**src/rtl/frame_buffer_controller_if.sv**
```systemverilog
// Bundle of display-side, renderer-side and back-buffer write port signals
// for the double-buffer scheduler.
interface frame_buffer_controller_if #(
    parameter int unsigned ADDR_WIDTH = 17,
    parameter int unsigned DATA_WIDTH = 4
);
    logic                  ce;
    logic                  swap;
    logic                  render_start;
    logic                  render_ready;
    logic                  render_we;
    logic [ADDR_WIDTH-1:0] render_addr;
    logic [DATA_WIDTH-1:0] render_data;
    logic                  render_done;
    logic                  front_sel;
    logic                  mem_we;
    logic [ADDR_WIDTH-1:0] mem_addr;
    logic [DATA_WIDTH-1:0] mem_data;
    logic                  frame_dropped;

    // Controller side
    modport master (
        input  ce, swap, render_we, render_addr, render_data, render_done,
        output render_start, render_ready, front_sel,
               mem_we, mem_addr, mem_data, frame_dropped
    );

    // Environment side (renderer, pixel iterator, memory)
    modport slave (
        output ce, swap, render_we, render_addr, render_data, render_done,
        input  render_start, render_ready, front_sel,
               mem_we, mem_addr, mem_data, frame_dropped
    );
endinterface

```
**src/rtl/frame_buffer_controller.sv**
```systemverilog
// Double-buffer scheduler: clears the back buffer, lets the renderer fill it,
// then flips front/back on the end-of-frame swap strobe.
module frame_buffer_controller #(
    parameter int unsigned ADDR_WIDTH  = 17,
    parameter int unsigned DATA_WIDTH  = 4,
    parameter int unsigned CLEAR_WORDS = 76800,
    parameter int unsigned CLEAR_COLOR = 0
) (
    input  logic                       clk_rgb,
    input  logic                       rst_n,
    frame_buffer_controller_if.master  fb
);
    localparam logic [ADDR_WIDTH-1:0] LAST_ADDR = ADDR_WIDTH'(CLEAR_WORDS - 1);
    localparam logic [DATA_WIDTH-1:0] CLEAR_VAL = DATA_WIDTH'(CLEAR_COLOR);

    typedef enum logic [1:0] {
        ST_CLEAR,
        ST_RENDER,
        ST_WAIT
    } state_t;

    state_t                state_q, state_d;
    logic [ADDR_WIDTH-1:0] clr_addr_q, clr_addr_d;
    logic                  front_sel_q, front_sel_d;
    logic                  render_start_q, render_start_d;
    logic                  frame_dropped_q, frame_dropped_d;
    logic                  mem_we_q, mem_we_d;
    logic [ADDR_WIDTH-1:0] mem_addr_q, mem_addr_d;
    logic [DATA_WIDTH-1:0] mem_data_q, mem_data_d;
    logic                  swap_ev;

    assign swap_ev = fb.swap & fb.ce;

    // State and registered outputs
    always_ff @(posedge clk_rgb) begin
        if (!rst_n) begin
            state_q         <= ST_CLEAR;
            clr_addr_q      <= '0;
            front_sel_q     <= 1'b0;
            render_start_q  <= 1'b0;
            frame_dropped_q <= 1'b0;
            mem_we_q        <= 1'b0;
            mem_addr_q      <= '0;
            mem_data_q      <= '0;
        end else begin
            state_q         <= state_d;
            clr_addr_q      <= clr_addr_d;
            front_sel_q     <= front_sel_d;
            render_start_q  <= render_start_d;
            frame_dropped_q <= frame_dropped_d;
            mem_we_q        <= mem_we_d;
            mem_addr_q      <= mem_addr_d;
            mem_data_q      <= mem_data_d;
        end
    end

    // Next state; mem_addr/mem_data hold unless a write is issued
    always_comb begin
        state_d         = state_q;
        clr_addr_d      = clr_addr_q;
        front_sel_d     = front_sel_q;
        render_start_d  = 1'b0;
        frame_dropped_d = 1'b0;
        mem_we_d        = 1'b0;
        mem_addr_d      = mem_addr_q;
        mem_data_d      = mem_data_q;

        case (state_q)
            ST_CLEAR: begin
                mem_we_d        = 1'b1;
                mem_addr_d      = clr_addr_q;
                mem_data_d      = CLEAR_VAL;
                frame_dropped_d = swap_ev;
                if (clr_addr_q == LAST_ADDR) begin
                    clr_addr_d     = '0;
                    render_start_d = 1'b1;
                    state_d        = ST_RENDER;
                end else begin
                    clr_addr_d = clr_addr_q + ADDR_WIDTH'(1);
                end
            end
            ST_RENDER: begin
                frame_dropped_d = swap_ev;
                if (fb.render_we) begin
                    mem_we_d   = 1'b1;
                    mem_addr_d = fb.render_addr;
                    mem_data_d = fb.render_data;
                end
                if (fb.render_done) begin
                    state_d = ST_WAIT;
                end
            end
            ST_WAIT: begin
                if (swap_ev) begin
                    front_sel_d = ~front_sel_q;
                    state_d     = ST_CLEAR;
                end
            end
            default: state_d = ST_CLEAR;
        endcase
    end

    assign fb.render_start  = render_start_q;
    assign fb.render_ready  = (state_q == ST_RENDER);
    assign fb.front_sel     = front_sel_q;
    assign fb.frame_dropped = frame_dropped_q;
    assign fb.mem_we        = mem_we_q;
    assign fb.mem_addr      = mem_addr_q;
    assign fb.mem_data      = mem_data_q;
endmodule

```
**src/flat_wrapper.sv**
```systemverilog
// flat-port wrapper written by rule: the top's interface ports become plain ports
module frame_buffer_controller_flat 
#(
    parameter int unsigned ADDR_WIDTH  = 17,
    parameter int unsigned DATA_WIDTH  = 4,
    parameter int unsigned CLEAR_WORDS = 76800,
    parameter int unsigned CLEAR_COLOR = 0
)
  (clk_rgb, rst_n, fb_ce, fb_swap, fb_render_we, fb_render_addr, fb_render_data, fb_render_done, fb_render_start, fb_render_ready, fb_front_sel, fb_mem_we, fb_mem_addr, fb_mem_data, fb_frame_dropped);
  frame_buffer_controller_if #(.ADDR_WIDTH(ADDR_WIDTH), .DATA_WIDTH(DATA_WIDTH)) fb_i ();
  input  logic clk_rgb;
  input  logic rst_n;
  input wire logic [$bits(fb_i.ce)-1:0] fb_ce;
  input wire logic [$bits(fb_i.swap)-1:0] fb_swap;
  input wire logic [$bits(fb_i.render_we)-1:0] fb_render_we;
  input wire logic [$bits(fb_i.render_addr)-1:0] fb_render_addr;
  input wire logic [$bits(fb_i.render_data)-1:0] fb_render_data;
  input wire logic [$bits(fb_i.render_done)-1:0] fb_render_done;
  output wire logic [$bits(fb_i.render_start)-1:0] fb_render_start;
  output wire logic [$bits(fb_i.render_ready)-1:0] fb_render_ready;
  output wire logic [$bits(fb_i.front_sel)-1:0] fb_front_sel;
  output wire logic [$bits(fb_i.mem_we)-1:0] fb_mem_we;
  output wire logic [$bits(fb_i.mem_addr)-1:0] fb_mem_addr;
  output wire logic [$bits(fb_i.mem_data)-1:0] fb_mem_data;
  output wire logic [$bits(fb_i.frame_dropped)-1:0] fb_frame_dropped;
  assign fb_i.ce = fb_ce;
  assign fb_i.swap = fb_swap;
  assign fb_i.render_we = fb_render_we;
  assign fb_i.render_addr = fb_render_addr;
  assign fb_i.render_data = fb_render_data;
  assign fb_i.render_done = fb_render_done;
  assign fb_render_start = fb_i.render_start;
  assign fb_render_ready = fb_i.render_ready;
  assign fb_front_sel = fb_i.front_sel;
  assign fb_mem_we = fb_i.mem_we;
  assign fb_mem_addr = fb_i.mem_addr;
  assign fb_mem_data = fb_i.mem_data;
  assign fb_frame_dropped = fb_i.frame_dropped;
  frame_buffer_controller #(.ADDR_WIDTH(ADDR_WIDTH), .DATA_WIDTH(DATA_WIDTH), .CLEAR_WORDS(CLEAR_WORDS), .CLEAR_COLOR(CLEAR_COLOR)) u_core (.clk_rgb(clk_rgb), .rst_n(rst_n), .fb(fb_i));
endmodule
```
**config.mk**
```make
export PLATFORM = sky130hd
export DESIGN_NAME = frame_buffer_controller_flat
export DESIGN_NICKNAME = d
export VERILOG_FILES = /design/src/rtl/frame_buffer_controller_if.sv /design/src/rtl/frame_buffer_controller.sv /design/src/flat_wrapper.sv
export SDC_FILE = /design/constraint.sdc
export NUM_CORES = 1
export LEC_CHECK = 0
export ABC_AREA = 1
export CELL_PAD_IN_SITES_DETAIL_PLACEMENT = 0
export CELL_PAD_IN_SITES_GLOBAL_PLACEMENT = 2
export CORE_ASPECT_RATIO = 1.75
export CORE_MARGIN = 10
export CORE_UTILIZATION = 24
export DETAILED_ROUTE_END_ITERATION = 16
export GPL_TIMING_DRIVEN = 0
export PLACE_DENSITY = 0.87
export SLEW_MARGIN = 25
export SYNTH_ARGS = -nofsm -noshare
export SYNTH_HDL_FRONTEND = slang
export SYNTH_SLANG_ARGS = --single-unit
```
**constraint.sdc**
```tcl
create_clock -name clk_rgb -period 1.34 [get_ports clk_rgb]
set_input_delay 0.268 -clock clk_rgb [delete_from_list [all_inputs] [get_ports clk_rgb]]
set_output_delay 0.268 -clock clk_rgb [all_outputs]
set_load 0.01 [all_outputs]
```
==> results of run 1 <==
-- cell usage after synthesis (2+ instances only) --
cell | count | share of area (%)
o22ai_1 | 17 | 5.5
dfxtp_1 | 44 | 45
o21ai_1 | 11 | 2.8
nor3_1 | 4 | 1.0
a21oi_1 | 28 | 7.2
nor2_1 | 37 | 7.1
xor2_1 | 7 | 3.1
o21ai_0 | 7 | 1.8
nand4_1 | 4 | 1.3
nand2_1 | 43 | 8.3
inv_2 | 5 | 0.96
nor2_4 | 3 | 1.7
nor2_2 | 2 | 0.64
inv_1 | 16 | 3.1
buf_6 | 2 | 1.2
xnor2_1 | 2 | 0.90
buf_2 | 4 | 1.0
nand3_1 | 13 | 3.3
clkbuf_1 | 2 | 0.39
-- area by class of cell --
cell class,instances,area [um^2]
sequential,44,907.1
tap,90,112.6
buffer,9,67.56
multi-input combinational,183,1005
fill,832,4942
clock buffer,7,142.6
clock inverter,1,7.507
inverter,22,100.1
timing repair buffer,68,624.3
-- worst max-delay path, stage by stage, from the launching register on --
cell and delay [ns]:
dfxtp_4 0.37, ha_4 0.14, nand3_2 0.09, nor2_4 0.15, nand3_2 0.14, nor2_4 0.12
nor2_2 0.05, inv_2 0.10, nor2_1 0.05
-- flip-flops by register name, summed over array words and instances, names as in the netlist --
name and count:
u_core.clr_addr_q 17, u_core.fb.mem_addr 17, u_core.fb.mem_data 4, u_core.state_q 2, u_core.fb.frame_dropped 1, u_core.fb.front_sel 1, u_core.fb.mem_we 1, u_core.fb.render_start 1
-- cell families (layout without fill, tap and decap cells) --
| family | count (synthesis) | count (layout) | share of synthesized area (%) |
|---|---|---|---|
| simple gates | 109 | 109 | 25.00 |
| fa+ha+maj | 1 | 1 | 0.6426 |
| flops | 44 | 44 | 45.24 |
| compound gates | 64 | 64 | 17.67 |
| xor+xnor | 9 | 9 | 4.049 |
| buf+inv | 32 | 107 | 7.391 |
-- through the flow --
step	worst slack [ns]	area, um^2
3_3_place_gp	-0.6196	2600
3_5_place_dp	-0.6150	2600
5_1_grt	-0.07089	2967
6_report	0.01098	2967
4_1_cts	-0.09051	2831
2_1_floorplan	0.01220	1967
-- metal layers --
metal / track usage (%) / wire, um
met1: 10.07 / 2341
met2: 18.81 / 3587
met3: 2.824 / 283
met4: 4.813 / 131
met5: 0 / 0
-- power by group --
part	switching, mW	total (mW)	leakage (nW)	internal [mW]
clock network	0.516	1.26	0.0701	0.743
logic	0.0669	0.171	0.788	0.104
registers	0.0142	1.33	0.362	1.32
total	0.597	2.76	1.22	2.16
-- worst paths after layout --
kind | startpoint | end | slack, ns | cells after the start
max reg2reg | u_core.clr_addr_q[0] | u_core.clr_addr_q[16] | 0.01 | 8
min | u_core.fb.mem_data[3] | u_core.fb.mem_data[3] | 0.46 | 2
max | u_core.clr_addr_q[0] | u_core.clr_addr_q[16] | 0.01 | 8
min reg2reg | u_core.fb.mem_data[3] | u_core.fb.mem_data[3] | 0.46 | 2
-- repair_timing --
item / CTS / global route
setup buffers: 6 / 10
resized for setup: 53 / 28
pin swaps: 4 / 2
endpoints found under the hold margin: 0 / 0
endpoints found under the setup margin: 62 / 31
==> summary.md, run 1 <==
| Metric | Value |
|---|---|
| Maximum fanout along the worst path | 5 |
| Antenna violations before repair | 0 |
| Syn Area/Cell | 7.517 um^2 |
| Post-route core utilization | 37.51% |
| Vias in the first global route | 2032 |
| Slew Limit Headroom | 80.63% |
| Die Ht | 139.1 um |
| Final Hold Viols | 0 |
| Most frequent cells in the layout | nand2_1 (41), dfxtp_1 (33), nor2_1 (29) |
| Final setup viols | 0 |
| Slew Limit Fails | 0 |
| Starting Density | 24.62% |
| Layout cells sized above 1 | 21.26% |
| Status | finished clean |
| CTS tree | done |
| GR Overflow Total | 0 |
| Skew final | 0.003151 ns |
| Least-Margin Pin Slew | 0.2894 ns |
| Maximum clock frequency | 752.4 MHz |
| Unique masters post-synth | 27 |
| Async SR Flop Fraction | 0% |
| Clk_lat worst skew | 0.29 ns |
| Hold Slack | 0.4604 ns |
| Post-DP HPWL | 4729 um |
| Die W | 88.09 um |
| #FFs+latches synth | 44 |
| Hold buffers post-CTS | 0 |
| Critical Setup Path Class | register to register |
| Clk buf depth | 2 |
| Sequential area share after synthesis | 45.24% |
| EDFF count, synth | 0 |
| Mapped Cells | 259 |
| Largest net degree at the start of global routing | 14 |
| CP arrival | 1.51 ns |
| Placed instance count | 401 |
| Routed WL | 6344 um |
| Antenna cells | 0 |
| Max_cap viols | 0 |
| Final Net Count | 361 |
| Inserted Clock Buffers | 5 |
| Die ar. | 12260 um^2 |
| H-tree depth | 2 |
| Drt initial violations | 54 |
| Maximum vdd drop | 538.1 uV |
| Area of the mapped netlist | 1947 um^2 |
| Commonest non-fill, non-tap cell in the layout | nand2_1 |
| P per Cell Area | 931.0 nW/um^2 |
| Routed Antenna Nets | 0 |
| WL per Instance | 14.96 um |
| Pwr Total | 2.762 mW |
| First drt pass iteration count | 4 |
| DR vias/cell | 4.677 |
| Worst hold path class | register to register |
| Setup TNS | 0 ns |
| Critical Path RT | 1.52 ns |
| Total GRT Usage | 10.28% |
| Post-route DRC | 0 |
| First-pass GRT wire length | 9977 um |
| Non-filler instance count after layout | 424 |
| Nature of the critical path endpoint | register |
| Period minus WS final | 1.329 ns |
| Port bufs | 52 |
| Root Buffer | clkbuf_16 |
| Clock transition at path regs | 0.06 ns |
| Critical path launch point type | register |
| Placement row count | 43 |
| RD Place Congestion | 0.8023 |
| Main flop type after synthesis | dfxtp_1 |
| Net Count, Synth | 287 |
| Period utilisation layout | 99.18% |
| Leakage | 1.221 nW |
| Unrepaired setup endpoints after global routing | yes |
| Yosys warns | 0 |
| P&R area growth vs syn | 52.38% |
| Via Count | 1983 |
| CORE AREA | 7909 um^2 |
| Clk sinks | 44 |
| Ports | 53 |
Note: power is estimated with default switching activity, not from simulation.
==> inputs of run 2 (changes only) <==
--- a/config.mk
+++ b/config.mk
@@ -6,14 +6,16 @@
 export NUM_CORES = 1
 export LEC_CHECK = 0
 export ABC_AREA = 1
+export CAP_MARGIN = 20
 export CELL_PAD_IN_SITES_DETAIL_PLACEMENT = 0
 export CELL_PAD_IN_SITES_GLOBAL_PLACEMENT = 2
 export CORE_ASPECT_RATIO = 1.75
 export CORE_MARGIN = 10
-export CORE_UTILIZATION = 24
+export CORE_UTILIZATION = 26
 export DETAILED_ROUTE_END_ITERATION = 16
 export GPL_TIMING_DRIVEN = 0
-export PLACE_DENSITY = 0.87
+export PLACE_DENSITY = 0.89
+export SKIP_CTS_REPAIR_TIMING = 1
 export SLEW_MARGIN = 25
 export SYNTH_ARGS = -nofsm -noshare
 export SYNTH_HDL_FRONTEND = slang
==> constraint.sdc (replaced) <==
create_clock -name clk_rgb -period 1.5 [get_ports clk_rgb]
set_input_delay 0.3 -clock clk_rgb [delete_from_list [all_inputs] [get_ports clk_rgb]]
set_output_delay 0.3 -clock clk_rgb [all_outputs]
set_load 0.01 [all_outputs]
==> run 2 against run 1 <==
  * Clock power shrank 12%
  * Flip-flop and latch count is the same
  * Non-clock buffer count shrank 10
  * Sequential power shrank 11%
  * Register-to-register slack gained 0.04 ns
  * Critical path type is now register to primary output
==> summary.md, run 2 (same netlist as run 1, synthesis figures left out) <==
| Metric | Value |
|---|---|
| Root Buffer | clkbuf_16 |
| Placement row count | 41 (-4.7%) |
| Largest net degree at the start of global routing | 14 (unchanged) |
| DR vias/cell | 4.746 (+1.5%) |
| Period minus WS final | 1.463 ns |
| Skew final | 0.009493 ns (+0.006341 ns) |
| P&R area growth vs syn | 46.85% |
| Worst hold path class | register to register |
| Worst path cell trace | clkdlybuf4s50_1 |
| Routed Antenna Nets | 0 (unchanged) |
| Maximum vdd drop | 559.4 uV (+4.0%) |
| Most frequent cells in the layout | nand2_1 (42), clkdlybuf4s50_1 (40), dfxtp_1 (37) |
| GR Overflow Total | 0 (unchanged) |
| Die W | 85.41 um (-3.0%) |
| Post-route core utilization | 39.53% (+2.0 points) |
| Drt initial violations | 108 (+100%) |
| Post-route DRC | 0 (unchanged) |
| Clock transition at path regs | 0.06 ns (about the same) |
| Critical Setup Path Class | register to primary output |
| Routed WL | 6111 um (-3.7%) |
| RD Place Congestion | 0.8183 (+2.0%) |
| H-tree depth | 2 (unchanged) |
| CP arrival | 1.16 ns (-0.35 ns) |
| CORE AREA | 7233 um^2 (-8.5%) |
| Final Net Count | 351 (-2.8%) |
| Antenna cells | 0 (unchanged) |
| Antenna violations before repair | 0 (unchanged) |
| Layout cells sized above 1 | 15.74% (-5.5 points) |
| Worst Setup SP | u_core.fb.mem_addr[2] |
| Final Hold Viols | 0 (unchanged) |
| CTS tree | done |
| Slowest cell on crit path | clkdlybuf4s50_1 |
| Leakage | 1.236 nW (+1.2%) |
| Critical Path RT | 1.20 ns (-0.32 ns) |
| Post-Place Cell Area | 2575 um^2 (-0.96%) |
| Cell family with most CP delay | buffers and inverters |
| Least-Margin Pin Slew | 0.2855 ns (-0.003928 ns) |
| Worst r2r path cells | 8 (unchanged) |
| Post-DP HPWL | 4675 um (-1.1%) |
| Pwr Total | 2.454 mW (-11%) |
| Worst flop-to-flop path startpoint | u_core.clr_addr_q[0] |
| Final setup viols | 0 (unchanged) |
| Clk buf depth | 2 (unchanged) |
| First drt pass iteration count | 4 (unchanged) |
| Status | finished clean |
| Via Count | 1946 (-1.9%) |
| Maximum fanout along the worst path | 2 (-3) |
| Nature of the critical path endpoint | primary output |
| Period utilisation layout | 97.51% |
| Slew Limit Fails | 0 (unchanged) |
| Slew Limit Headroom | 80.90% (+0.26 points) |
| Clk sinks | 44 (unchanged) |
| Min-delay src | u_core.state_q[1] |
| Buf/Inv on CP | 1 (unchanged) |
| P per Cell Area | 858.4 nW/um^2 (-7.8%) |
| Critical path launch point type | register |
| Max_cap viols | 0 (unchanged) |
| WP depth | 1 (-7) |
| Port bufs | 52 (unchanged) |
| Crit-path max cell delay | 0.54 ns (+0.17 ns) |
| Die ar. | 11490 um^2 (-6.3%) |
| Starting Density | 26.92% (+2.3 points) |
| Total GRT Usage | 10.54% (+0.26 points) |
| WL per Instance | 14.90 um (-0.38%) |
| Vias in the first global route | 1947 (-4.2%) |
| Maximum clock frequency | 683.7 MHz |
| First-pass GRT wire length | 9680 um (-3.0%) |
| Ports | 53 (unchanged) |
| Hold Path Depth | 1 (-1) |
| Design Area, Final | 2859 um^2 (-3.6%) |
| Inserted Clock Buffers | 5 (unchanged) |
| Commonest non-fill, non-tap cell in the layout | nand2_1 |
| Clk_lat worst skew | 0.29 ns (about the same) |
| Die Ht | 134.5 um (-3.4%) |
-- run 2: changes by cell type in the layout (fill, tap and decap cells not counted), moves of 2 or more --
cell             delta
dlygate4sd2_1      -25
clkdlybuf4s50_1    +14
dlymetal6s2s_1     +11
buf_4               -8
clkbuf_4            -4
dfxtp_1             +4
dfxtp_4             -4
nor2_1              +4
nor2_4              -4
clkbuf_2            +2
o21ai_0             +2
o21ai_1             -2
-- run 2: where the power goes --
group          internal, mW  switching, mW  leakage (nW)
clock                 0.663          0.447        0.0701
sequential             1.18         0.0106         0.359
combinational        0.0925         0.0588         0.807
total                  1.94          0.517          1.24
-- run 2: worst paths after layout --
| path | endpoint | slack (ns) |
|---|---|---|
| hold reg to reg | u_core.fb.frame_dropped | 0.46 |
| setup reg to reg | u_core.clr_addr_q[16] | 0.05 |
| hold / removal | u_core.fb.frame_dropped | 0.46 |
| setup / recovery | fb_mem_addr[2] | 0.04 |
-- run 2: layer usage --
metal / share of wire (%) / vias up / GRT usage, %
li1: - / 992 / -
met1: 37 / 902 / 10.30
met2: 55 / 45 / 19.82
met3: 5.9 / 7 / 2.590
met4: 2.0 / 0 / 4.963
met5: 0 / - / 0
-- run 2: cell type report --
cell class	count	area, um^2
clock buffer	7	142.6
fill	749	4374
buffer	10	72.57
sequential	44	892.1
clock inverter	1	7.507
inverter	22	92.59
multi-input combinational	183	957.2
timing repair buffer	57	586.8
tap	86	107.6
-- run 2: metrics by stage --
step                      setup slack, ns  hold slack (ns)  setup TNS, ns  cells
after detailed placement          -0.4773           0.4567         -9.145    397
after global routing             -0.01948           0.4738       -0.03871    410
after CTS                         -0.7183           0.4662         -3.728    405
after global placement            -0.4838           0.4478         -9.056    397
final                             0.03734           0.4597              0    410
after floorplan                    0.1225           0.4446              0    259
==> inputs of run 3 (changes only) <==
--- a/config.mk
+++ b/config.mk
@@ -7,14 +7,12 @@
 export LEC_CHECK = 0
 export ABC_AREA = 1
 export CAP_MARGIN = 20
-export CELL_PAD_IN_SITES_DETAIL_PLACEMENT = 0
-export CELL_PAD_IN_SITES_GLOBAL_PLACEMENT = 2
 export CORE_ASPECT_RATIO = 1.75
 export CORE_MARGIN = 10
-export CORE_UTILIZATION = 26
+export CORE_UTILIZATION = 27
 export DETAILED_ROUTE_END_ITERATION = 16
 export GPL_TIMING_DRIVEN = 0
-export PLACE_DENSITY = 0.89
+export PLACE_DENSITY = 0.61
 export SKIP_CTS_REPAIR_TIMING = 1
 export SLEW_MARGIN = 25
 export SYNTH_ARGS = -nofsm -noshare
==> run 3 against run 2 <==
  * Via count is 1.6% higher
  * Die area shrank 3.0%
  * Utilization up 2.4 points
  * Combinational power about the same
  * Register-to-register slack improved by 0.03 ns
  * Global-route usage fell by 0.14 points
  * Count of clock-buffer cells in the layout down 1
  * Hold slack better by 0.0010 ns
  * First-iteration DRC count is 21% higher
  * Critical path type unchanged
  * Largest power group is now the clock network
==> summary.md, run 3 (same netlist as run 1, synthesis figures left out) <==
| Metric | Value |
|---|---|
| Die W | 84.19 um (-1.4%) |
| Ports | 53 (unchanged) |
| Non-filler instance count after layout | 410 (unchanged) |
| Nature of the critical path endpoint | primary output |
| Unrepaired setup endpoints after global routing | yes |
| P&R area growth vs syn | 49.94% |
| Clk_lat worst skew | 0.29 ns (about the same) |
| WP depth | 1 (unchanged) |
| Slew Limit Fails | 0 (unchanged) |
| Most frequent cells in the layout | nand2_1 (41), clkdlybuf4s50_1 (38), dfxtp_1 (36) |
| Total GRT Usage | 10.40% (-0.14 points) |
| Placement row count | 40 (-2.4%) |
| Setup slack at placement | -0.4308 ns (+0.04650 ns) |
| Fillers | 718 (-4.1%) |
| GR Overflow Total | 0 (unchanged) |
| Clock transition at path regs | 0.07 ns (about the same) |
| CTS tree | done |
| Skew final | 0.01049 ns (+0.0009955 ns) |
| Design Area, Final | 2919 um^2 (+2.1%) |
| Routed Antenna Nets | 0 (unchanged) |
| Multi-input logic area | 977.2 um^2 (+2.1%) |
| Slew Limit Headroom | 81.49% (+0.59 points) |
| Inserted Clock Buffers | 5 (unchanged) |
| CP arrival | 1.16 ns (about the same) |
| Post-route DRC | 0 (unchanged) |
| Post-DP HPWL | 4401 um (-5.9%) |
| Maximum clock frequency | 684.0 MHz (about the same) |
| Crit-path max cell delay | 0.54 ns (about the same) |
| Largest net degree at the start of global routing | 15 (+1) |
| Routed WL | 5845 um (-4.4%) |
| Antenna cells | 0 (unchanged) |
| CORE AREA | 6957 um^2 (-3.8%) |
| Final Net Count | 353 (+0.57%) |
| Clk sinks | 44 (unchanged) |
| Die ar. | 11140 um^2 (-3.0%) |
| Reg2reg setup slack | 0.08 ns (+0.03 ns) |
| RD Place Congestion | 0.8959 (+9.5%) |
| Placed instance count | 395 (-0.50%) |
| Storage element area | 893.4 um^2 (+0.14%) |
| Final Hold Viols | 0 (unchanged) |
| Clk buf depth | 2 (unchanged) |
| Worst r2r path cells | 7 (-1) |
| WL per Instance | 14.26 um (-4.4%) |
| P per Cell Area | 905.3 nW/um^2 (+5.5%) |
| Leakage | 1.317 nW (+6.6%) |
| Antenna violations before repair | 0 (unchanged) |
| Period minus WS final | 1.462 ns (-0.0006189 ns) |
| H-tree depth | 2 (unchanged) |
| Hold Slack | 0.4607 ns (+0.001005 ns) |
| Hold Path Depth | 2 (+1) |
| Worst path cell trace | clkdlybuf4s50_1 |
| Layout cells sized above 1 | 16.87% (+1.1 points) |
| Maximum vdd drop | 406.0 uV (-27%) |
| Max_cap viols | 0 (unchanged) |
| Setup WS post-layout | 0.03796 ns (+0.0006189 ns) |
| Vias in the first global route | 1985 (+2.0%) |
| Maximum fanout along the worst path | 2 (unchanged) |
| Critical Setup Path Class | register to primary output |
| Final setup viols | 0 (unchanged) |
| Slowest cell on crit path | clkdlybuf4s50_1 |
| Cell family with most CP delay | buffers and inverters |
| First drt pass iteration count | 4 (unchanged) |
| Die Ht | 132.3 um (-1.6%) |
| Least-Margin Pin Slew | 0.2766 ns (-0.008873 ns) |
| Period utilisation layout | 97.47% (about the same) |
| Worst flop-to-flop path startpoint | u_core.clr_addr_q[0] |
| Status | finished clean |
| DR vias/cell | 4.824 (+1.6%) |
| Buf/Inv on CP | 1 (unchanged) |
| Critical path endpoint | fb_mem_addr[3] |
| Setup TNS | 0 ns (unchanged) |
| Worst hold path class | register to register |
| Post-Place Cell Area | 2572 um^2 (about the same) |
| First-pass GRT wire length | 9646 um (-0.35%) |
| Commonest non-fill, non-tap cell in the layout | nand2_1 |
| Via Count | 1978 (+1.6%) |
| Worst Setup SP | u_core.fb.mem_addr[3] |
| Starting Density | 27.99% (+1.1 points) |
| Drt initial violations | 131 (+21%) |
| Root Buffer | clkbuf_16 |
| Worst reg2reg endpoint | u_core.clr_addr_q[0] |
| Port bufs | 52 (unchanged) |
| Critical path launch point type | register |
| Critical Path RT | 1.20 ns (about the same) |
-- run 3: layout make-up --
type	count	share of cell area [%]
multi-input combinational	183	33.48
inverter	22	3.172
timing repair buffer	60	21.09
clock buffer	6	4.758
buffer	9	1.972
tap	84	3.601
sequential	44	30.60
clock inverter	2	1.329
-- run 3: metal layers --
metal	track usage (%)	share of wire [%]	routed length (um)
met1	10.45	39	2254
met5	0	0	0
met2	18.32	54	3132
met4	6.636	2.9	167
met3	2.599	5.0	291
-- run 3: stage by stage --
step	utilization (%)	power, mW
after global routing	41.96	2.734
final	41.96	2.643
after floorplan	-	1.268
after CTS	39.53	2.668
after global placement	36.98	1.367
after detailed placement	36.98	1.369
-- run 3: where the power goes --
group	internal, mW	switching, mW
registers	1.18	0.0129
logic	0.0938	0.0592
clock network	0.834	0.460
-- run 3: worst min path at each step --
stage	start	to	slack, ns
after detailed placement	u_core.fb.mem_data[1]	u_core.fb.mem_data[1]	0.45
after CTS	u_core.fb.mem_data[1]	u_core.fb.mem_data[1]	0.47
final	u_core.fb.mem_data[1]	u_core.fb.mem_data[1]	0.46
after global routing	u_core.fb.mem_addr[0]	u_core.fb.mem_addr[0]	0.50
after floorplan	fb_render_done	u_core.state_q[1]	0.44
after global placement	u_core.fb.mem_data[2]	u_core.fb.mem_data[2]	0.45
==> variant (settings of run 1) <==
`DATA_WIDTH` is set to 4 in 3 places; all go to 5.
--- a/src/rtl/frame_buffer_controller_if.sv
+++ b/src/rtl/frame_buffer_controller_if.sv
@@ -4,3 +4,3 @@
     parameter int unsigned ADDR_WIDTH = 17,
-    parameter int unsigned DATA_WIDTH = 4
+    parameter int unsigned DATA_WIDTH = 5
 );
--- a/src/rtl/frame_buffer_controller.sv
+++ b/src/rtl/frame_buffer_controller.sv
@@ -4,3 +4,3 @@
     parameter int unsigned ADDR_WIDTH  = 17,
-    parameter int unsigned DATA_WIDTH  = 4,
+    parameter int unsigned DATA_WIDTH  = 5,
     parameter int unsigned CLEAR_WORDS = 76800,
--- a/src/flat_wrapper.sv
+++ b/src/flat_wrapper.sv
@@ -4,3 +4,3 @@
     parameter int unsigned ADDR_WIDTH  = 17,
-    parameter int unsigned DATA_WIDTH  = 4,
+    parameter int unsigned DATA_WIDTH  = 5,
     parameter int unsigned CLEAR_WORDS = 76800,
Ports: changed (resized fb_mem_data and fb_render_data); port bits go from 53 to 55. No check against the original RTL was run, so the function may have changed too.
==> variant against run 1 <==
- the run now ends with negative setup slack left
- area after synthesis grew 4.5%
- design area increased by 11%
- maximum frequency decreased by 2.9%
- final cell count rose by 7.8%
- utilization rose by 2.0 points
- worst hold slack is essentially flat
- critical path type unchanged
- sequential cell count rose by 1
- total power is 3.3% higher
- wire length up 5.3%
- non-clock buffer count increased by 7
- setup slack got worse by 0.040 ns
- highest routed layer unchanged
==> variant: results (changes against run 1) <==
{
  "outcome": {
    "status": {"value": "finished, violations left", "change": "was finished, final reports clean"},
    "violations": "negative setup slack"
  },
  "power": {
    "p_leak": {"value": 1.329, "unit": "nW", "change": "was 1.221 nW"},
    "peakVddDrop": {"value": 498.1, "unit": "µV", "change": "was 538.1 µV"},
    "power_switching": {"value": 0.6383, "unit": "mW", "change": "was 0.5972 mW"}
  },
  "floorplanning": {
    "row_count": {"value": 44, "change": "was 43"}
  },
  "timing": {
    "final_clock_skew": {"value": 0.003864, "unit": "ns", "change": "was 0.003151 ns"},
    "setup_violations": {"value": 3, "change": "was 0"},
    "fin_ws": {"value": -0.02852, "unit": "ns", "change": "was 0.01098 ns"},
    "relSlewSlack": {"value": 77.54, "unit": "%", "change": "was 80.63%"}
  },
  "grt": {
    "fraction_of_met1_tracks_used_by_global_routing": {"value": 10.66, "unit": "%", "change": "was 10.07%"},
    "grt_util_all_layers": {"value": 10.69, "unit": "%", "change": "was 10.28%"},
    "groute.layer.met2.usage": {"value": 19.78, "unit": "%", "change": "was 18.81%"},
    "met3_usage": {"value": 2.638, "unit": "%", "change": "was 2.824%"},
    "grt_max_degree": {"value": 15, "change": "was 14"}
  },
  "logic_synthesis": {
    "synth_cell_types": {"value": 33, "change": "was 27"},
    "yosysSeqAreaShare": {"value": 44.28, "unit": "%", "change": "was 45.24%"},
    "netlist_top_cells_area": {"value": "sky130_fd_sc_hd__dfxtp_1, sky130_fd_sc_hd__nand2_1, sky130_fd_sc_hd__a21oi_1, sky130_fd_sc_hd__o22ai_1, sky130_fd_sc_hd__nor2_1", "change": "was sky130_fd_sc_hd__dfxtp_1, sky130_fd_sc_hd__nand2_1, sky130_fd_sc_hd__a21oi_1, sky130_fd_sc_hd__nor2_1, sky130_fd_sc_hd__o22ai_1"}
  },
  "placed_design": {
    "dp_cells": {"value": 431, "change": "was 401"},
    "io_buffer_count": {"value": 54, "change": "was 52"},
    "total_placed_instance_area": {"value": 2719, "unit": "µm²", "change": "was 2600 µm²"}
  },
  "cells_and_area": {
    "inverters_excl_clock": {"value": 15, "change": "was 22"},
    "non_clock_buffer_area_share": {"value": 24.07, "unit": "%", "change": "was 23.32%"}
  },
  "drt": {
    "drt_iter0_drc": {"value": 90, "change": "was 54"},
    "wl_met2": {"value": 3827, "unit": "µm", "change": "was 3587 µm"}
  }
}
## variant: worst max-delay path, stage by stage (launching register included)
cell	delay, ns
sky130_fd_sc_hd__dfxtp_4	0.37
sky130_fd_sc_hd__ha_4	0.15
sky130_fd_sc_hd__nand2_4	0.05
sky130_fd_sc_hd__nor2_4	0.17
sky130_fd_sc_hd__nand2_4	0.10
sky130_fd_sc_hd__nor2_4	0.13
sky130_fd_sc_hd__buf_6	0.11
sky130_fd_sc_hd__xor2_1	0.13
sky130_fd_sc_hd__nor2_1	0.05
## variant: path summary, 6_finish.rpt
kind / to / depth (start not counted) / slack [ns] / from
worst max-delay path: u_core.clr_addr_q[8] / 8 / -0.03 / u_core.clr_addr_q[0]
worst min-delay path: u_core.fb.mem_data[0] / 2 / 0.46 / u_core.fb.mem_data[0]
worst max register to register: u_core.clr_addr_q[8] / 8 / -0.03 / u_core.clr_addr_q[0]
worst min register to register: u_core.fb.mem_data[0] / 2 / 0.46 / u_core.fb.mem_data[0]
## variant: cells by family (layout without fill, tap and decap cells)
group | count (synthesis) | after routing | synth area share, %
AO/OA/AOI/OAI | 73 | 73 | 19.25
AND/OR/NAND/NOR | 110 | 110 | 26.45
flip-flops | 45 | 45 | 44.28
buffers and inverters | 27 | 107 | 6.826
adder cells (fa/ha/maj) | 1 | 1 | 0.6149
XOR/XNOR | 6 | 6 | 2.583
## variant: repair_timing
| action | in CTS | in global routing |
|---|---|---|
| setup buffers | 14 | 4 |
| pin swaps | 14 | 20 |
| endpoints found under the setup margin | 56 | 38 |
| gates resized for setup | 74 | 50 |
| cloned | 1 | 1 |
